<file path="src/rtl/i2c_sensor_poller.sv">
// rtl/i2c_sensor_poller.sv - Wishbone sequencer that polls an I2C sensor through the OpenCores i2c_master_top
`timescale 1ns/1ps
module i2c_sensor_poller #(
  parameter logic [15:0] PRESCALE    = 16'd99,
  parameter logic [6:0]  DEV_ADDR    = 7'h48,
  parameter logic [7:0]  REG_ADDR    = 8'h00,
  parameter int          NBYTES      = 2,
  parameter int unsigned POLL_PERIOD = 0,
  parameter int unsigned TIP_TIMEOUT = 65535
) (
  input  logic                  clk,
  input  logic                  rst,
  input  logic                  start_i,
  output logic [2:0]            wb_adr_o,
  output logic [7:0]            wb_dat_o,
  input  logic [7:0]            wb_dat_i,
  output logic                  wb_we_o,
  output logic                  wb_stb_o,
  output logic                  wb_cyc_o,
  input  logic                  wb_ack_i,
  output logic [8*NBYTES-1:0]   sample_o,
  output logic                  sample_valid_o,
  output logic                  err_nack_o,
  output logic                  err_al_o,
  output logic                  busy_o
);

  localparam int SW = 8 * NBYTES;

  // Core register addresses
  localparam logic [2:0] ADR_PRERLO = 3'd0;
  localparam logic [2:0] ADR_PRERHI = 3'd1;
  localparam logic [2:0] ADR_CTR    = 3'd2;
  localparam logic [2:0] ADR_TXRX   = 3'd3;
  localparam logic [2:0] ADR_CRSR   = 3'd4;

  // Command bytes and status bit positions
  localparam logic [7:0] CTR_EN    = 8'h80;
  localparam logic [7:0] CR_STA_WR = 8'h90;
  localparam logic [7:0] CR_WR     = 8'h10;
  localparam logic [7:0] CR_RD     = 8'h20;
  localparam logic [7:0] CR_RD_END = 8'h68;
  localparam logic [7:0] CR_STO    = 8'h40;
  localparam int SR_RXACK = 7;
  localparam int SR_AL    = 5;
  localparam int SR_TIP   = 1;

  // Steps 0..2 are the address/pointer writes, 3.. are the data reads
  localparam logic [2:0] STEP_ADDRR = 3'd2;
  localparam logic [2:0] LAST_STEP  = 3'(NBYTES + 2);

  localparam bit          POLL_EN   = (POLL_PERIOD != 0);
  localparam logic [31:0] POLL_LAST = POLL_EN ? 32'(POLL_PERIOD - 1) : 32'd0;

  typedef enum logic [3:0] {
    S_INIT0,
    S_INIT1,
    S_INIT2,
    S_IDLE,
    S_TXR,
    S_CR,
    S_WAIT,
    S_RXR,
    S_STOP
  } state_t;

  state_t        r_state, w_state_n;
  logic [2:0]    r_step, w_step_n;
  logic [31:0]   r_tip_cnt, w_tip_cnt_n;
  logic [31:0]   r_poll_cnt;
  logic          r_cyc, w_cyc_n;
  logic          r_we, w_we_n;
  logic [2:0]    r_adr, w_adr_n;
  logic [7:0]    r_dat, w_dat_n;
  logic [SW-1:0] r_shift, w_shift_n;
  logic [SW-1:0] r_sample, w_sample_n;
  logic          r_valid, w_valid_n;
  logic          r_busy, w_busy_n;
  logic          r_err_nack, w_err_nack_n;
  logic          r_err_al, w_err_al_n;

  logic          w_timer_hit;
  logic          w_trig;
  logic          w_accept;
  logic          w_rd_step;
  logic          w_last_step;
  logic [SW-1:0] w_shift_in;
  logic [7:0]    w_txr_byte;
  logic [7:0]    w_cr_byte;
  logic          w_acc_we;
  logic [2:0]    w_acc_adr;
  logic [7:0]    w_acc_dat;

  assign w_timer_hit = POLL_EN && (r_poll_cnt == POLL_LAST);
  assign w_trig      = start_i | w_timer_hit;
  assign w_accept    = (r_state == S_IDLE) && w_trig;
  assign w_rd_step   = (r_step > STEP_ADDRR);
  assign w_last_step = (r_step == LAST_STEP);
  // New byte enters at the LSB so the first byte received ends in the MSBs
  assign w_shift_in  = SW'({r_shift, wb_dat_i});

  // Byte written to TXR for the current write step
  always_comb begin
    w_txr_byte = {DEV_ADDR, 1'b1};
    case (r_step)
      3'd0:    w_txr_byte = {DEV_ADDR, 1'b0};
      3'd1:    w_txr_byte = REG_ADDR;
      default: w_txr_byte = {DEV_ADDR, 1'b1};
    endcase
  end

  // Command written to CR for the current step; the final read NACKs and stops
  always_comb begin
    w_cr_byte = CR_RD;
    case (r_step)
      3'd0:    w_cr_byte = CR_STA_WR;
      3'd1:    w_cr_byte = CR_WR;
      3'd2:    w_cr_byte = CR_STA_WR;
      default: w_cr_byte = w_last_step ? CR_RD_END : CR_RD;
    endcase
  end

  // Wishbone access each bus state performs when it launches
  always_comb begin
    w_acc_we  = 1'b1;
    w_acc_adr = ADR_CRSR;
    w_acc_dat = 8'h00;
    case (r_state)
      S_INIT0: begin w_acc_adr = ADR_PRERLO; w_acc_dat = PRESCALE[7:0];  end
      S_INIT1: begin w_acc_adr = ADR_PRERHI; w_acc_dat = PRESCALE[15:8]; end
      S_INIT2: begin w_acc_adr = ADR_CTR;    w_acc_dat = CTR_EN;         end
      S_TXR:   begin w_acc_adr = ADR_TXRX;   w_acc_dat = w_txr_byte;     end
      S_CR:    begin w_acc_adr = ADR_CRSR;   w_acc_dat = w_cr_byte;      end
      S_WAIT:  begin w_acc_we  = 1'b0;       w_acc_adr = ADR_CRSR;       end
      S_RXR:   begin w_acc_we  = 1'b0;       w_acc_adr = ADR_TXRX;       end
      S_STOP:  begin w_acc_adr = ADR_CRSR;   w_acc_dat = CR_STO;         end
      default: ;
    endcase
  end

  // Next-state logic: every non-IDLE state is one Wishbone access; the state
  // advances on ack, which also drops cyc so the next access sees an idle cycle
  always_comb begin
    w_state_n    = r_state;
    w_step_n     = r_step;
    w_tip_cnt_n  = r_tip_cnt;
    w_cyc_n      = r_cyc;
    w_we_n       = r_we;
    w_adr_n      = r_adr;
    w_dat_n      = r_dat;
    w_shift_n    = r_shift;
    w_sample_n   = r_sample;
    w_valid_n    = 1'b0;
    w_busy_n     = r_busy;
    w_err_nack_n = r_err_nack;
    w_err_al_n   = r_err_al;

    if (r_state == S_IDLE) begin
      if (w_trig) begin
        w_state_n    = S_TXR;
        w_step_n     = 3'd0;
        w_shift_n    = '0;
        w_busy_n     = 1'b1;
        w_err_nack_n = 1'b0;
        w_err_al_n   = 1'b0;
      end
    end else if (!r_cyc) begin
      w_cyc_n = 1'b1;
      w_we_n  = w_acc_we;
      w_adr_n = w_acc_adr;
      w_dat_n = w_acc_dat;
    end else if (wb_ack_i) begin
      w_cyc_n = 1'b0;
      w_we_n  = 1'b0;
      w_adr_n = 3'd0;
      w_dat_n = 8'h00;
      case (r_state)
        S_INIT0: w_state_n = S_INIT1;
        S_INIT1: w_state_n = S_INIT2;
        S_INIT2: w_state_n = S_IDLE;
        S_TXR:   w_state_n = S_CR;
        S_CR: begin
          w_state_n   = S_WAIT;
          w_tip_cnt_n = 32'd0;
        end
        S_WAIT: begin
          if (wb_dat_i[SR_TIP]) begin
            // Still transferring: poll again unless the budget is spent
            if ((r_tip_cnt + 32'd1) >= 32'(TIP_TIMEOUT)) begin
              w_err_al_n = 1'b1;
              w_state_n  = S_STOP;
            end else begin
              w_tip_cnt_n = r_tip_cnt + 32'd1;
            end
          end else if (wb_dat_i[SR_AL]) begin
            // Core has already released the bus, so no STOP
            w_err_al_n = 1'b1;
            w_busy_n   = 1'b0;
            w_state_n  = S_IDLE;
          end else if (w_rd_step) begin
            w_state_n = S_RXR;
          end else if (wb_dat_i[SR_RXACK]) begin
            w_err_nack_n = 1'b1;
            w_state_n    = S_STOP;
          end else begin
            w_step_n  = r_step + 3'd1;
            w_state_n = (r_step == STEP_ADDRR) ? S_CR : S_TXR;
          end
        end
        S_RXR: begin
          w_shift_n = w_shift_in;
          if (w_last_step) begin
            w_sample_n = w_shift_in;
            w_valid_n  = 1'b1;
            w_busy_n   = 1'b0;
            w_state_n  = S_IDLE;
          end else begin
            w_step_n  = r_step + 3'd1;
            w_state_n = S_CR;
          end
        end
        S_STOP: begin
          w_busy_n  = 1'b0;
          w_state_n = S_IDLE;
        end
        default: w_state_n = S_IDLE;
      endcase
    end
  end

  // State and output registers
  always_ff @(posedge clk or negedge rst) begin
    if (!rst) begin
      r_state    <= S_INIT0;
      r_step     <= 3'd0;
      r_tip_cnt  <= 32'd0;
      r_cyc      <= 1'b0;
      r_we       <= 1'b0;
      r_adr      <= 3'd0;
      r_dat      <= 8'h00;
      r_shift    <= '0;
      r_sample   <= '0;
      r_valid    <= 1'b0;
      r_busy     <= 1'b0;
      r_err_nack <= 1'b0;
      r_err_al   <= 1'b0;
    end else begin
      r_state    <= w_state_n;
      r_step     <= w_step_n;
      r_tip_cnt  <= w_tip_cnt_n;
      r_cyc      <= w_cyc_n;
      r_we       <= w_we_n;
      r_adr      <= w_adr_n;
      r_dat      <= w_dat_n;
      r_shift    <= w_shift_n;
      r_sample   <= w_sample_n;
      r_valid    <= w_valid_n;
      r_busy     <= w_busy_n;
      r_err_nack <= w_err_nack_n;
      r_err_al   <= w_err_al_n;
    end
  end

  // Free-running poll timer; wraps on its own hit and restarts on an accepted request
  always_ff @(posedge clk or negedge rst) begin
    if (!rst) begin
      r_poll_cnt <= 32'd0;
    end else if (!POLL_EN || w_timer_hit || w_accept) begin
      r_poll_cnt <= 32'd0;
    end else begin
      r_poll_cnt <= r_poll_cnt + 32'd1;
    end
  end

  assign wb_cyc_o       = r_cyc;
  assign wb_stb_o       = r_cyc;
  assign wb_we_o        = r_we;
  assign wb_adr_o       = r_adr;
  assign wb_dat_o       = r_dat;
  assign sample_o       = r_sample;
  assign sample_valid_o = r_valid;
  assign busy_o         = r_busy;
  assign err_nack_o     = r_err_nack;
  assign err_al_o       = r_err_al;

endmodule

</file>
<file path="config.mk">
export PLATFORM = sky130hd
export DESIGN_NAME = i2c_sensor_poller
export DESIGN_NICKNAME = d
export VERILOG_FILES = /design/src/rtl/i2c_sensor_poller.sv
export SDC_FILE = /design/constraint.sdc
export NUM_CORES = 1
export LEC_CHECK = 0
export BUFFER_PORTS_ARGS = -buffer_cell sky130_fd_sc_hd__buf_4
export CAP_MARGIN = 5
export CORE_MARGIN = 5
export CORE_UTILIZATION = 35
export DETAILED_ROUTE_END_ITERATION = 10
export PLACE_DENSITY_LB_ADDON = 0.08
export SLEW_MARGIN = 5
export SYNTH_ARGS = -nofsm -noshare
export SYNTH_HDL_FRONTEND = slang
export SYNTH_SLANG_ARGS = --single-unit
</file>
<file path="constraint.sdc">
create_clock -name clk -period 3.32 [get_ports clk]
set_input_delay 0.332 -clock clk [delete_from_list [all_inputs] [get_ports clk]]
set_output_delay 0.332 -clock clk [all_outputs]
set_load 0.02 [all_outputs]
</file>
==> flow_metrics.tcl <==
set metrics [dict create \
    outcome "completed" \
    vias_per_instance 5.47 \
    crit_arrival_ns 3.18 \
    grt_first_pass_wirelength_mm 17.3 \
    fin_crit_sh 0.886 \
    antenna_violations_before_repair 0 \
    fin_setup_tns_ns 0 \
    yosys_most_used_dff "sky130_fd_sc_hd__dfrtp_1" \
    edff_count_synth 0 \
    htreeDepth 3 \
    drv.max_cap_violation_count 0 \
    synthesized_instance_count 452 \
    post_synth_instance_area_sq_mm 0.00425 \
    largest_net_degree_at_the_start_of_global_routing 41 \
    detailed_place_hpwl_mm 7.34 \
    setup_fix_bufs_post_cts 0 \
    io_pins 46 \
    power.density_mw_per_mm2 788 \
    holdPathStages 2 \
    timing.critical_path.from_type "flop" \
    final_cell_area_sq_mm 0.00503 \
    report.final.slew_viol_count 0 \
    maxClockFrequency_mhz 340 \
    finalPower_uw 3970 \
    core_area_sq_mm 0.0120 \
    synth_async_sr_flop_share 1.00 \
    vdd_ir_drop_max_uv 279 \
    hold_class "in -> reg" \
    synth.yosys.seq_area_share 0.465 \
    buffer_ports.inserted 44 \
    yosys_register_bits 79 \
    timing.reg2reg.worst_path_depth 9 \
    final.min_clock_period_ns 2.94 \
    tritoncts_clock_tree "built" \
    postSynthAreaPerCell_sq_um 9.41 \
    max_stage_delay_on_crit_path_ns 0.44 \
    setup_violations 0 \
    die_h_microns 120 \
    clock_latency_ns 0.35 \
    critPathSlowestCell "sky130_fd_sc_hd__dfrtp_1" \
    placementRows 40 \
    crit_path_cell_trace "ha_1 -> and2_1 -> nand3_1 -> o31a_1 -> a211oi_2 -> and4b_1 -> nand4_4 -> and2_4 -> a21o_1" \
    synth.distinct_cells 60 \
    worst_slew_margin_rel 0.471 \
    clk_root_buffer_cell "sky130_fd_sc_hd__clkbuf_16" \
    biggest_fanout_along_the_worst_timing_path 19 \
    clock_tree.buffer_depth 2 \
    synth_area_leader_cell "sky130_fd_sc_hd__dfrtp_1" \
    final.setup_skew_ns 0.00587 \
    routed_wl_mm 10.4 \
    report.final.hold_viol_count 0 \
    total_congestion_overflow 0 \
    die_w_microns 120 \
    wire_per_inst_microns 16.2 \
    setup.worst_path.end_class "flop" \
    total_number_of_clock_tree_sinks 79 \
    num_vias 3511 \
    first_global_vias 3391 \
    synth_top_cell_area_share 0.465 \
    worst_setup_hold_path_clk_slew_ns 0.06 \
    dpl_cell_area_sq_mm 0.00475 \
    syn_nets 470 \
    grt_setup_unrepaired "false" \
    share_of_the_core_filled_with_cells 0.421 \
    globalRouteTotalUtil 0.149 \
    worst_ep_required_time_ns 3.56 \
    biggest_area_contributors_in_the_synthesized_netlist "sky130_fd_sc_hd__dfrtp_1 (46%), sky130_fd_sc_hd__nand3_1 (4.4%), sky130_fd_sc_hd__mux2_2 (4.2%)" \
    power_leakage_uw 0.00229 \
    synth_warnings 0 \
    insertedDiodeCount 0 \
    cts-buffers-inserted 9 \
    num-nets-final 509 \
    drt_iter0_markers 200 \
    die_area_sq_mm 0.0145 \
    initial_utilization 0.356 \
    drive_above_1_share 0.204 \
    drtAntennaViolNets 0 \
    worst-slew-pin-transition_ns 0.788 \
    routabilityCongestion 0.872 \
    criticalPathCategory "reg -> reg" \
    area_growth_pct 18.3 \
    firstDrtPassIters 4 \
    drc 0 \
]
[stage by stage]
stage / setup slack (ns) / hold WS (ns) / cells
after floorplan: 0.583 / 0.0364 / 452
final: 0.377 / 0.175 / 642
after global placement: 0.460 / 0.169 / 626
after global routing: 0.0590 / 0.189 / 642
after CTS: 0.355 / 0.163 / 642
after detailed placement: 0.379 / 0.170 / 626
[where the power goes]
group          switching, uW  total (uW)  internal (uW)  leakage, uW
logic                    870        1510            643      0.00113
registers                300        1530           1230      0.00103
clock network            420         927            507     0.000135
total                   1590        3970           2380      0.00229
[path summary, 6_finish.rpt]
path                                           from                   endpoint  slack (ns)
setup / recovery           r_tip_cnt[0]$_DFFE_PN0P_  r_tip_cnt[13]$_DFFE_PN0P_        0.38
hold reg to reg             wb_dat_o[3]$_DFFE_PN0P_    wb_dat_o[3]$_DFFE_PN0P_        0.48
min in group asynchronous                       rst    wb_dat_o[0]$_DFFE_PN0P_        0.35
setup reg to reg           r_tip_cnt[0]$_DFFE_PN0P_  r_tip_cnt[13]$_DFFE_PN0P_        0.38
max in group asynchronous                       rst  r_tip_cnt[21]$_DFFE_PN0P_        2.25
hold / removal                              start_i      r_step[2]$_DFFE_PN0P_        0.17
[worst max-delay path, delay by kind of cell (launching register included)]
family / cells / cell delay, ns
AND/OR/NAND/NOR: 5 / 1.39
adder cells (fa/ha/maj): 1 / 0.25
AO/OA/AOI/OAI: 3 / 0.76
flip-flops: 1 / 0.44
[state kept, by name (all words and copies together) (netlist names), 3 cells and up]
signal,count
wb_dat_o,7
r_shift,8
wb_adr_o,3
sample_o,16
r_step,3
r_state,4
r_tip_cnt,32
[cell usage in the layout, fill, tap and decap left out, types with 3 or more instances in the layout]
master / n
sky130_fd_sc_hd__clkinv_4: 5
sky130_fd_sc_hd__nand2b_1: 6
sky130_fd_sc_hd__and3_1: 22
sky130_fd_sc_hd__xor2_1: 4
sky130_fd_sc_hd__inv_1: 14
sky130_fd_sc_hd__nand3_1: 37
sky130_fd_sc_hd__nor2_1: 27
sky130_fd_sc_hd__mux2_2: 16
sky130_fd_sc_hd__o31ai_1: 17
sky130_fd_sc_hd__nand2_1: 42
sky130_fd_sc_hd__ha_1: 6
sky130_fd_sc_hd__a21o_1: 13
sky130_fd_sc_hd__buf_4: 60
sky130_fd_sc_hd__nor3_1: 15
sky130_fd_sc_hd__a22o_1: 5
sky130_fd_sc_hd__o21ai_0: 25
sky130_fd_sc_hd__a21oi_1: 11
sky130_fd_sc_hd__or2_2: 3
sky130_fd_sc_hd__clkbuf_16: 9
sky130_fd_sc_hd__o22ai_1: 3
sky130_fd_sc_hd__o41ai_1: 5
sky130_fd_sc_hd__dfrtp_1: 79
sky130_fd_sc_hd__and4_1: 5
sky130_fd_sc_hd__o21a_1: 4
sky130_fd_sc_hd__and2_1: 5
sky130_fd_sc_hd__nand4_1: 9
sky130_fd_sc_hd__nor4_1: 3
[area by class of cell]
type                       instances  area (sq um)
fill                            1169          6930
multi-input combinational        326          2080
sequential                        79          1980
timing repair buffer              61           460
clock buffer                       9           225
tap                              147           184
inverter                          14          52.6
clock inverter                     6          48.8
[synthesized netlist by cell type (11+ instances only)]
cell type / count
sky130_fd_sc_hd__mux2_2: 16
sky130_fd_sc_hd__o21ai_0: 26
sky130_fd_sc_hd__a21o_1: 13
sky130_fd_sc_hd__inv_1: 14
sky130_fd_sc_hd__o31ai_1: 17
sky130_fd_sc_hd__and3_1: 22
sky130_fd_sc_hd__nor3_1: 15
sky130_fd_sc_hd__a21oi_1: 11
sky130_fd_sc_hd__dfrtp_1: 79
sky130_fd_sc_hd__nand3_1: 37
sky130_fd_sc_hd__clkbuf_1: 26
sky130_fd_sc_hd__nand2_1: 42
sky130_fd_sc_hd__nor2_1: 27
[routing by layer]
layer  global-route usage  part of all wire  up-vias
met5                    0                 0        -
met2                0.232              0.45       63
met1                0.200              0.49     1700
li1                     -                 -     1735
met4               0.0687             0.020        0
met3               0.0285             0.038       13
[logic make-up (layout without fill, tap and decap cells)]
| kind of cell | Yosys count | after routing | synth area share |
|---|---|---|---|
| fa+ha+maj | 6 | 6 | 0.0177 |
| flops | 79 | 79 | 0.465 |
| simple gates | 188 | 188 | 0.234 |
| xor+xnor | 6 | 6 | 0.0124 |
| buf+inv | 47 | 90 | 0.0471 |
| other cells | 1 | 1 | 0.000882 |
| mux | 18 | 18 | 0.0471 |
| compound gates | 107 | 107 | 0.177 |
[what timing repair did]
| action | CTS | global route |
|---|---|---|
| endpoints found under the hold margin | 9 | 0 |
| gates resized for setup | 0 | 0 |
| hold buffers | 1 | 0 |
Power figures use the tool's default switching activity.
